`src/rtl/uart_rx.sv`:
```
// uart_rx: 8N1 serial receiver (8E1 when UART_RX_PARITY_EN is defined).
//
// Recovers bytes from an idle-high, LSB-first serial line by sampling each
// bit at its midpoint. Every received byte is presented zero-extended on a
// 32-bit word together with a one-cycle valid pulse and a sticky interrupt.
//
// Optional feature macro: UART_RX_PARITY_EN (adds an even-parity bit after
// bit 7 and drives parity_err; when undefined parity_err is tied to 0).
//
// Ports:
//   clock       in   system clock, rising edge
//   nRst        in   synchronous active-low reset
//   RX          in   asynchronous serial input, idle high
//   rd_ack      in   one-cycle pulse: byte consumed, clears sticky flags
//   data        out  [7:0] last received byte, [31:8] always 0
//   data_valid  out  one-cycle pulse when data updates
//   interrupt   out  sticky, set on byte received
//   frame_err   out  sticky, stop bit sampled low
//   overrun     out  sticky, byte received while interrupt still pending
//   parity_err  out  sticky, parity failure (macro builds only)
//
// state     | meaning
// ----------+------------------------------------------------------------
// S_IDLE    | waiting for a high-to-low transition on the synchronised line
// S_START   | counting to the start-bit midpoint, rejects glitches
// S_DATA    | sampling data bits 0..7 at their midpoints
// S_PARITY  | sampling the parity bit (macro builds only)
// S_STOP    | sampling the stop bit, delivering the byte or flagging framing

module uart_rx #(
    parameter int CLKS_PER_BIT = 206
) (
    input  logic        clock,
    input  logic        nRst,
    input  logic        RX,
    input  logic        rd_ack,
    output logic [31:0] data,
    output logic        data_valid,
    output logic        interrupt,
    output logic        frame_err,
    output logic        overrun,
    output logic        parity_err
);

    localparam int HALF_BIT = CLKS_PER_BIT / 2;
    localparam int CW       = $clog2(CLKS_PER_BIT);

    localparam logic [CW-1:0] HALF_LOAD = CW'(HALF_BIT - 1);
    localparam logic [CW-1:0] BIT_LOAD  = CW'(CLKS_PER_BIT - 1);

    localparam logic [2:0] S_IDLE   = 3'd0;
    localparam logic [2:0] S_START  = 3'd1;
    localparam logic [2:0] S_DATA   = 3'd2;
    localparam logic [2:0] S_STOP   = 3'd3;
`ifdef UART_RX_PARITY_EN
    localparam logic [2:0] S_PARITY = 3'd4;
`endif

    logic          rx_meta_q, rx_s_q, rx_prev_q;
    logic [2:0]    state_q, state_d;
    logic [CW-1:0] cnt_q, cnt_d;
    logic [2:0]    bit_idx_q, bit_idx_d;
    logic [7:0]    shift_q, shift_d;
    logic [7:0]    data_q, data_d;
    logic          data_valid_q, data_valid_d;
    logic          interrupt_q, interrupt_d;
    logic          frame_err_q, frame_err_d;
    logic          overrun_q, overrun_d;
`ifdef UART_RX_PARITY_EN
    logic          parity_err_q, parity_err_d;
`endif

    logic start_det;
    logic cnt_zero;

    assign start_det = rx_prev_q && !rx_s_q;
    assign cnt_zero  = (cnt_q == '0);

    always_comb begin
        state_d      = state_q;
        cnt_d        = cnt_q;
        bit_idx_d    = bit_idx_q;
        shift_d      = shift_q;
        data_d       = data_q;
        data_valid_d = 1'b0;
        interrupt_d  = interrupt_q;
        frame_err_d  = frame_err_q;
        overrun_d    = overrun_q;
`ifdef UART_RX_PARITY_EN
        parity_err_d = parity_err_q;
`endif

        // Clears are applied first so that a set in the same cycle wins.
        if (rd_ack) begin
            interrupt_d = 1'b0;
            frame_err_d = 1'b0;
            overrun_d   = 1'b0;
`ifdef UART_RX_PARITY_EN
            parity_err_d = 1'b0;
`endif
        end

        case (state_q)
            S_IDLE: begin
                if (start_det) begin
                    cnt_d   = HALF_LOAD;
                    state_d = S_START;
                end
            end

            S_START: begin
                if (!cnt_zero) begin
                    cnt_d = cnt_q - CW'(1);
                end else if (rx_s_q) begin
                    state_d = S_IDLE;
                end else begin
                    cnt_d     = BIT_LOAD;
                    bit_idx_d = 3'd0;
                    state_d   = S_DATA;
                end
            end

            S_DATA: begin
                if (!cnt_zero) begin
                    cnt_d = cnt_q - CW'(1);
                end else begin
                    shift_d[bit_idx_q] = rx_s_q;
                    cnt_d              = BIT_LOAD;
                    if (bit_idx_q == 3'd7) begin
`ifdef UART_RX_PARITY_EN
                        state_d = S_PARITY;
`else
                        state_d = S_STOP;
`endif
                    end else begin
                        bit_idx_d = bit_idx_q + 3'd1;
                    end
                end
            end

`ifdef UART_RX_PARITY_EN
            S_PARITY: begin
                if (!cnt_zero) begin
                    cnt_d = cnt_q - CW'(1);
                end else begin
                    // Even parity: data bits plus parity bit must XOR to 0.
                    if (^{shift_q, rx_s_q}) begin
                        parity_err_d = 1'b1;
                    end
                    cnt_d   = BIT_LOAD;
                    state_d = S_STOP;
                end
            end
`endif

            S_STOP: begin
                if (!cnt_zero) begin
                    cnt_d = cnt_q - CW'(1);
                end else begin
                    if (rx_s_q) begin
                        data_d       = shift_q;
                        data_valid_d = 1'b1;
                        if (interrupt_q && !rd_ack) begin
                            overrun_d = 1'b1;
                        end
                        interrupt_d = 1'b1;
                    end else begin
                        frame_err_d = 1'b1;
                    end
                    state_d = S_IDLE;
                end
            end

            default: begin
                state_d = S_IDLE;
                cnt_d   = '0;
            end
        endcase
    end

    always_ff @(posedge clock) begin
        if (!nRst) begin
            rx_meta_q    <= 1'b1;
            rx_s_q       <= 1'b1;
            rx_prev_q    <= 1'b1;
            state_q      <= S_IDLE;
            cnt_q        <= '0;
            bit_idx_q    <= 3'd0;
            shift_q      <= 8'h00;
            data_q       <= 8'h00;
            data_valid_q <= 1'b0;
            interrupt_q  <= 1'b0;
            frame_err_q  <= 1'b0;
            overrun_q    <= 1'b0;
`ifdef UART_RX_PARITY_EN
            parity_err_q <= 1'b0;
`endif
        end else begin
            rx_meta_q    <= RX;
            rx_s_q       <= rx_meta_q;
            rx_prev_q    <= rx_s_q;
            state_q      <= state_d;
            cnt_q        <= cnt_d;
            bit_idx_q    <= bit_idx_d;
            shift_q      <= shift_d;
            data_q       <= data_d;
            data_valid_q <= data_valid_d;
            interrupt_q  <= interrupt_d;
            frame_err_q  <= frame_err_d;
            overrun_q    <= overrun_d;
`ifdef UART_RX_PARITY_EN
            parity_err_q <= parity_err_d;
`endif
        end
    end

    assign data       = {24'h000000, data_q};
    assign data_valid = data_valid_q;
    assign interrupt  = interrupt_q;
    assign frame_err  = frame_err_q;
    assign overrun    = overrun_q;
`ifdef UART_RX_PARITY_EN
    assign parity_err = parity_err_q;
`else
    assign parity_err = 1'b0;
`endif

endmodule

```
`config.mk`:
```
export PLATFORM = sky130hd
export DESIGN_NAME = uart_rx
export DESIGN_NICKNAME = d
export VERILOG_FILES = /design/src/rtl/uart_rx.sv
export SDC_FILE = /design/constraint.sdc
export NUM_CORES = 1
export LEC_CHECK = 0
export BUFFER_PORTS_ARGS = -buffer_cell sky130_fd_sc_hd__buf_2
export CORE_MARGIN = 1
export CORE_UTILIZATION = 50
export DETAILED_ROUTE_END_ITERATION = 10
export GPL_ROUTABILITY_DRIVEN = 0
export PLACE_DENSITY = 0.81
export SLEW_MARGIN = 10
export SYNTH_ARGS = -nofsm -noshare
export SYNTH_HDL_FRONTEND = slang
export SYNTH_SLANG_ARGS = --single-unit
```
`constraint.sdc`:
```
create_clock -name clock -period 2.65 [get_ports clock]
set_clock_uncertainty 0.2 [all_clocks]
set_input_delay 0.795 -clock clock [delete_from_list [all_inputs] [get_ports clock]]
set_output_delay 0.795 -clock clock [all_outputs]
set_load 0.01 [all_outputs]
```
**Word level (Yosys, flattened, before mapping)**

Index checks and enable logic that the tools add are counted.

- Register bits: 37
- Bits in writable memories: 0
- Bits in latches: 0
- ROM bits: 0
- Memories kept: 0
- Output and inout bits: 37

- Reductions and logical operators: 14
- Divide/modulo/power cells: 0
- Shifts and indexed selects: 0
- Muxes and demuxes: 35
- Magnitude comparators: 2
- Bitwise gates (word level): 0
- $add $sub $neg: 2
- Equality and inequality tests: 13
- Multipliers: 0

Operators with widths:

| kind | count |
|---|---|
| 8-bit two-way mux | 5 |
| 8-bit one-hot mux with 4 select lines | 1 |
| 3-bit two-way mux | 9 |
| 2-bit != test, second input constant | 8 |
| 1-bit two-way mux | 15 |
| 3-bit one-hot mux with 4 select lines | 1 |
| 5-bit AND reduction | 2 |
| 3-bit AND reduction | 3 |
| 8-bit bitwise mux | 1 |
| 8-bit logical NOT | 1 |
| 8-bit by 1-bit subtractor with 8-bit output, second input constant | 1 |
| 3-bit by 2-bit == test with 1-bit output, second input constant | 2 |
| 3-bit one-hot mux with 2 select lines | 1 |
| 3-bit by 4-bit < comparator with 1-bit output, second input constant | 1 |
| 3-bit by 1-bit adder with 3-bit output, second input constant | 1 |
| 1-bit demux with 3-bit select | 1 |
| 3-bit by 1-bit == test with 1-bit output, second input constant | 1 |
| 3-bit == test, second input constant | 1 |
| 3-bit by 1-bit >= comparator with 1-bit output, second input constant | 1 |
| 1-bit logical AND | 3 |
| 3-bit logical NOT | 1 |
| 3-bit != test, second input constant | 1 |
| 1-bit logical NOT | 2 |
| 2-bit two-way mux | 1 |
| other kinds (2) | 2 |

**Depth between registers and ports, before layout**

- Depth in word-level cells: 6
- Depth in mapped cells: 7
- Depth with buffers taken out: 6

**Worst setup path before layout**

No wires, ideal clock.

- Path kind: reg2reg
- Start: register state_q[1]
- End: register cnt_q[4]
- Data required time: 2374 ps
- Data arrival time: 1831 ps
- Path slack: 544 ps
- Buffers on the path: 0
- Cell stages (with the launch flop): 7
- Period minus slack after synthesis: 2106 ps
- Cell sequence: dfxtp_1 inv_1 ha_1 a21o_1 a32o_1 or4_1 a31oi_1

- Word-level cells in the longest chain between the ends: 3
- Elaborated cells on any way between the ends: 9
- Classes of those cells: 6 x eq/ne; 1 x mux; 2 x reduce/logical

RTL lines:

| element | RTL line | text |
|---|---|---|
| from (decl) | 60 | `logic [2:0] state_q, state_d;` |
| from (signal assigned) | 202 | `state_q <= state_d;` |
| 3-bit by 1-bit == test with 1-bit output, or another cell as far along | 103 | `case (state_q)` |
| 3-bit != test (no line) / 2-bit != test (equally long branches) | - |  |
| 3-bit AND reduction (no line) | - |  |
| to (signal assigned) | 203 | `cnt_q <= cnt_d;` |
| to (decl) | 61 | `logic [CW-1:0] cnt_q, cnt_d;` |

Several ways; a longest one is shown, not always the timed one.
A chain may end at the register's enable or synchronous reset.

**Final worst setup path**

- Start: register cnt_q[0]
- End: register shift_q[2]

- Word-level cells in the longest chain between the ends: 2

RTL lines:

| element | RTL line | text |
|---|---|---|
| 8-bit logical NOT | 77 | `assign cnt_zero = (cnt_q == '0);` |
| 2-bit AND reduction (no line) | - |  |
| to (signal assigned) | 205 | `shift_q <= shift_d;` |
| to (decl) | 63 | `logic [7:0] shift_q, shift_d;` |

Every way passes these cells.

==> impl_metrics.py <==
metrics = {
    "global_route": {
        "global_route.usage.total": 0.196,
        "antenna_found_initial": 0,
        "number_of_global_route_vias_before_repair": 1271,
        "total_grt_overflow": 0,
        "grt_first_pass_wirelength_um": 6090,
        "maximum_number_of_pins_on_one_net_before_global_route_repair": 14,
    },
    "clock_tree": {
        "cts_repair_resize_count": 0,
        "cts_hold_repair.buffers": 0,
        "clockBufferDepth": 2,
        "cts.sink_count": 36,
        "cts_inserted_buffers": 5,
        "cts_tree": "done",
        "clkSlewWorstSetupHoldPaths_ns": 0.08,
        "root_buffer": "clkbuf_8",
        "post-cts-setup-buffer-count": 0,
        "htree_num_levels": 2,
        "clk_latency_worst_skew_pair_ns": 0.29,
    },
    "worst_setup_path": {
        "worst_path_max_delay_cell": "o311ai_0",
        "worst_setup_path_start_kind": "flip-flop",
        "timing.critical_path.fanout_max": 9,
        "data_required_time_of_the_critical_path_ns": 2.61,
        "critical_path_arrival_ns": 2.31,
        "timing_worst_setup_path_type": "flip-flop to flip-flop",
        "cpPeakStageDelay_ns": 0.46,
        "worst-r2r-cell-count": 6,
        "setup.worst_path.end_class": "flip-flop",
        "crit_chain": "inv_1 > ha_1 > nor3b_2 > nand3_1 > o311ai_0 > o41ai_1",
    },
    "timing": {
        "max_freq_mhz": 427,
        "setup_viol": 0,
        "whs_ns": 0.208,
        "hold_viol_final": 0,
        "timing_max_transition_violations_final": 0,
        "setup-tns-final_ns": 0,
        "rsz0062_at_grt": "no",
        "final_period_minus_worst_setup_slack_ns": 2.34,
        "worst_pin_slew_ns": 0.567,
        "timing.max_slew.rel_slack": 0.622,
        "post-route-period-util": 0.883,
    },
    "detailed_routing": {
        "first_iter_violations": 112,
        "dr_total_vias": 1550,
        "finalWirelength_um": 3690,
        "detail_route.wl_per_cell_um": 13.0,
        "number_of_detailed_routing_iterations_run_before_antenna_repair": 4,
        "ant_nets": 0,
        "vias_per_cell": 5.48,
        "remaining_drc_errors": 0,
    },
    "placed_design": {
        "placed_area_um2": 1960,
        "place_hpwl_um": 2600,
        "port-buffer-count": 15,
    },
    "hold_path": {
        "timing.hold.worst.class": "flip-flop to flip-flop",
        "worst_hold_path.num_cells": 1,
    },
    "die": {
        "die_height_um": 64.4,
        "effective_utilization_at_floorplan": 0.528,
        "num_rows": 22,
        "chipWidth_um": 64.4,
        "fp.coreArea_um2": 3690,
        "fp.dieArea_um2": 4150,
        "num_io_pins": 41,
    },
    "cells_and_area": {
        "layout.cell_area.non_filler_um2": 2050,
        "area_delta_synth_final_pct": 5.07,
        "final_common_cell": "dfxtp_1",
        "area_of_the_multi_input_gates_um2": 1060,
        "layout.cells.most_common_list": "dfxtp_1, conb_1, nor2_1",
        "seqCellArea_um2": 721,
        "layout.filler_cells": 349,
        "finish.net_count": 247,
        "layout_cells_sized_above_1": 0.140,
        "num_antenna_cells": 0,
    },
    "synth": {
        "synth.cell_area_um2": 1950,
        "number_of_enable_flip_flop_cells_after_synthesis": 0,
        "synthCells": 219,
        "postSynth.asyncResetShare": 0,
        "synthesis.yosys.warnings": 0,
        "dominantRegCellSynth": "dfxtp_1",
        "synth-seq-cells": 36,
        "seq_area_frac_synth": 0.370,
        "yosysUniqueCellTypes": 48,
        "synthesis.area_per_instance_um2": 8.90,
    },
    "pwr": {
        "leakage_nw": 0.868,
        "power-per-cell-area_nw_per_um2": 739,
        "vdd.ir_drop.worst_uv": 384,
        "p_total_w": 0.00151,
    },
    "run_status": {
        "outcome": "complete, no violations",
    },
    "run": {
        "cap_violations": 0,
    },
}
==> power by group <==
| part | internal, W | total [W] | switching [W] |
|---|---|---|---|
| Combinational | 0.000185 | 0.000487 | 0.000302 |
| Clock | 0.000183 | 0.000391 | 0.000208 |
| Sequential | 0.000577 | 0.000635 | 0.0000581 |
| Total | 0.000945 | 0.00151 | 0.000568 |
==> worst paths after layout <==
kind         startpoint          to  slack [ns]
max            cnt_q[0]  shift_q[2]        0.31
min           rx_meta_q      rx_s_q        0.21
max reg2reg    cnt_q[0]  shift_q[2]        0.31
min reg2reg   rx_meta_q      rx_s_q        0.21
==> sequential cells by signal, summed over array words and instances (netlist names), 2 cells and up <==
signal and flops:
shift_q 8, cnt_q 8, state_q 2, data_q 8, bit_idx_q 3
==> kinds of logic after synthesis <==
logic type	synth area share
mux	0.0513
compound gates	0.182
simple gates	0.200
other cells	0.00192
flops	0.370
fa+ha+maj	0.0578
xor+xnor	0.00449
buf+inv	0.133
==> critical path, delay by kind of cell (launching register included) <==
| family | cells | cell delay, ns |
|---|---|---|
| buffers and inverters | 1 | 0.09 |
| AOI/OAI and AO/OA | 2 | 0.61 |
| DFF | 1 | 0.35 |
| adders and majority gates | 1 | 0.20 |
| and+or+nand+nor | 2 | 0.77 |
==> routing by layer <==
| metal | track usage | part of all wire | up-vias | wire length, um |
|---|---|---|---|---|
| li1 | - | - | 776 | - |
| met1 | 0.268 | 0.48 | 719 | 1790 |
| met2 | 0.292 | 0.45 | 50 | 1680 |
| met3 | 0.0475 | 0.050 | 5 | 184 |
| met4 | 0.0833 | 0.011 | 0 | 41 |
| met5 | 0 | 0 | - | 0 |
==> area by class of cell <==
type / count / share of cell area
Multi-Input combinational cell: 166 / 0.517
Sequential cell: 36 / 0.352
Timing Repair Buffer: 17 / 0.0440
Clock buffer: 5 / 0.0336
Tap cell: 48 / 0.0293
Inverter: 8 / 0.0147
Clock inverter: 3 / 0.00916
==> synthesized netlist by cell type (all sizes together), types with 4 or more instances <==
master / n / area share
nor2: 16 / 0.031
dfxtp: 36 / 0.37
inv: 7 / 0.013
nor3: 8 / 0.021
a31oi: 4 / 0.013
nand2b: 7 / 0.022
nand2: 12 / 0.023
mux2i: 10 / 0.051
clkbuf: 6 / 0.012
nand4: 4 / 0.013
o21ai: 9 / 0.023
buf: 27 / 0.11
a21oi: 13 / 0.033
ha: 9 / 0.058
o211ai: 4 / 0.015
==> per-stage QoR <==
stage,util,instances,worst slack (ns)
2_1_floorplan,-,243,0.544
3_3_place_gp,0.532,275,0.412
3_5_place_dp,0.532,275,0.350
4_1_cts,0.555,283,0.308
5_1_grt,0.555,283,0.0275
6_report,0.555,283,0.309
No activity file was read; power rests on OpenSTA's default activity.
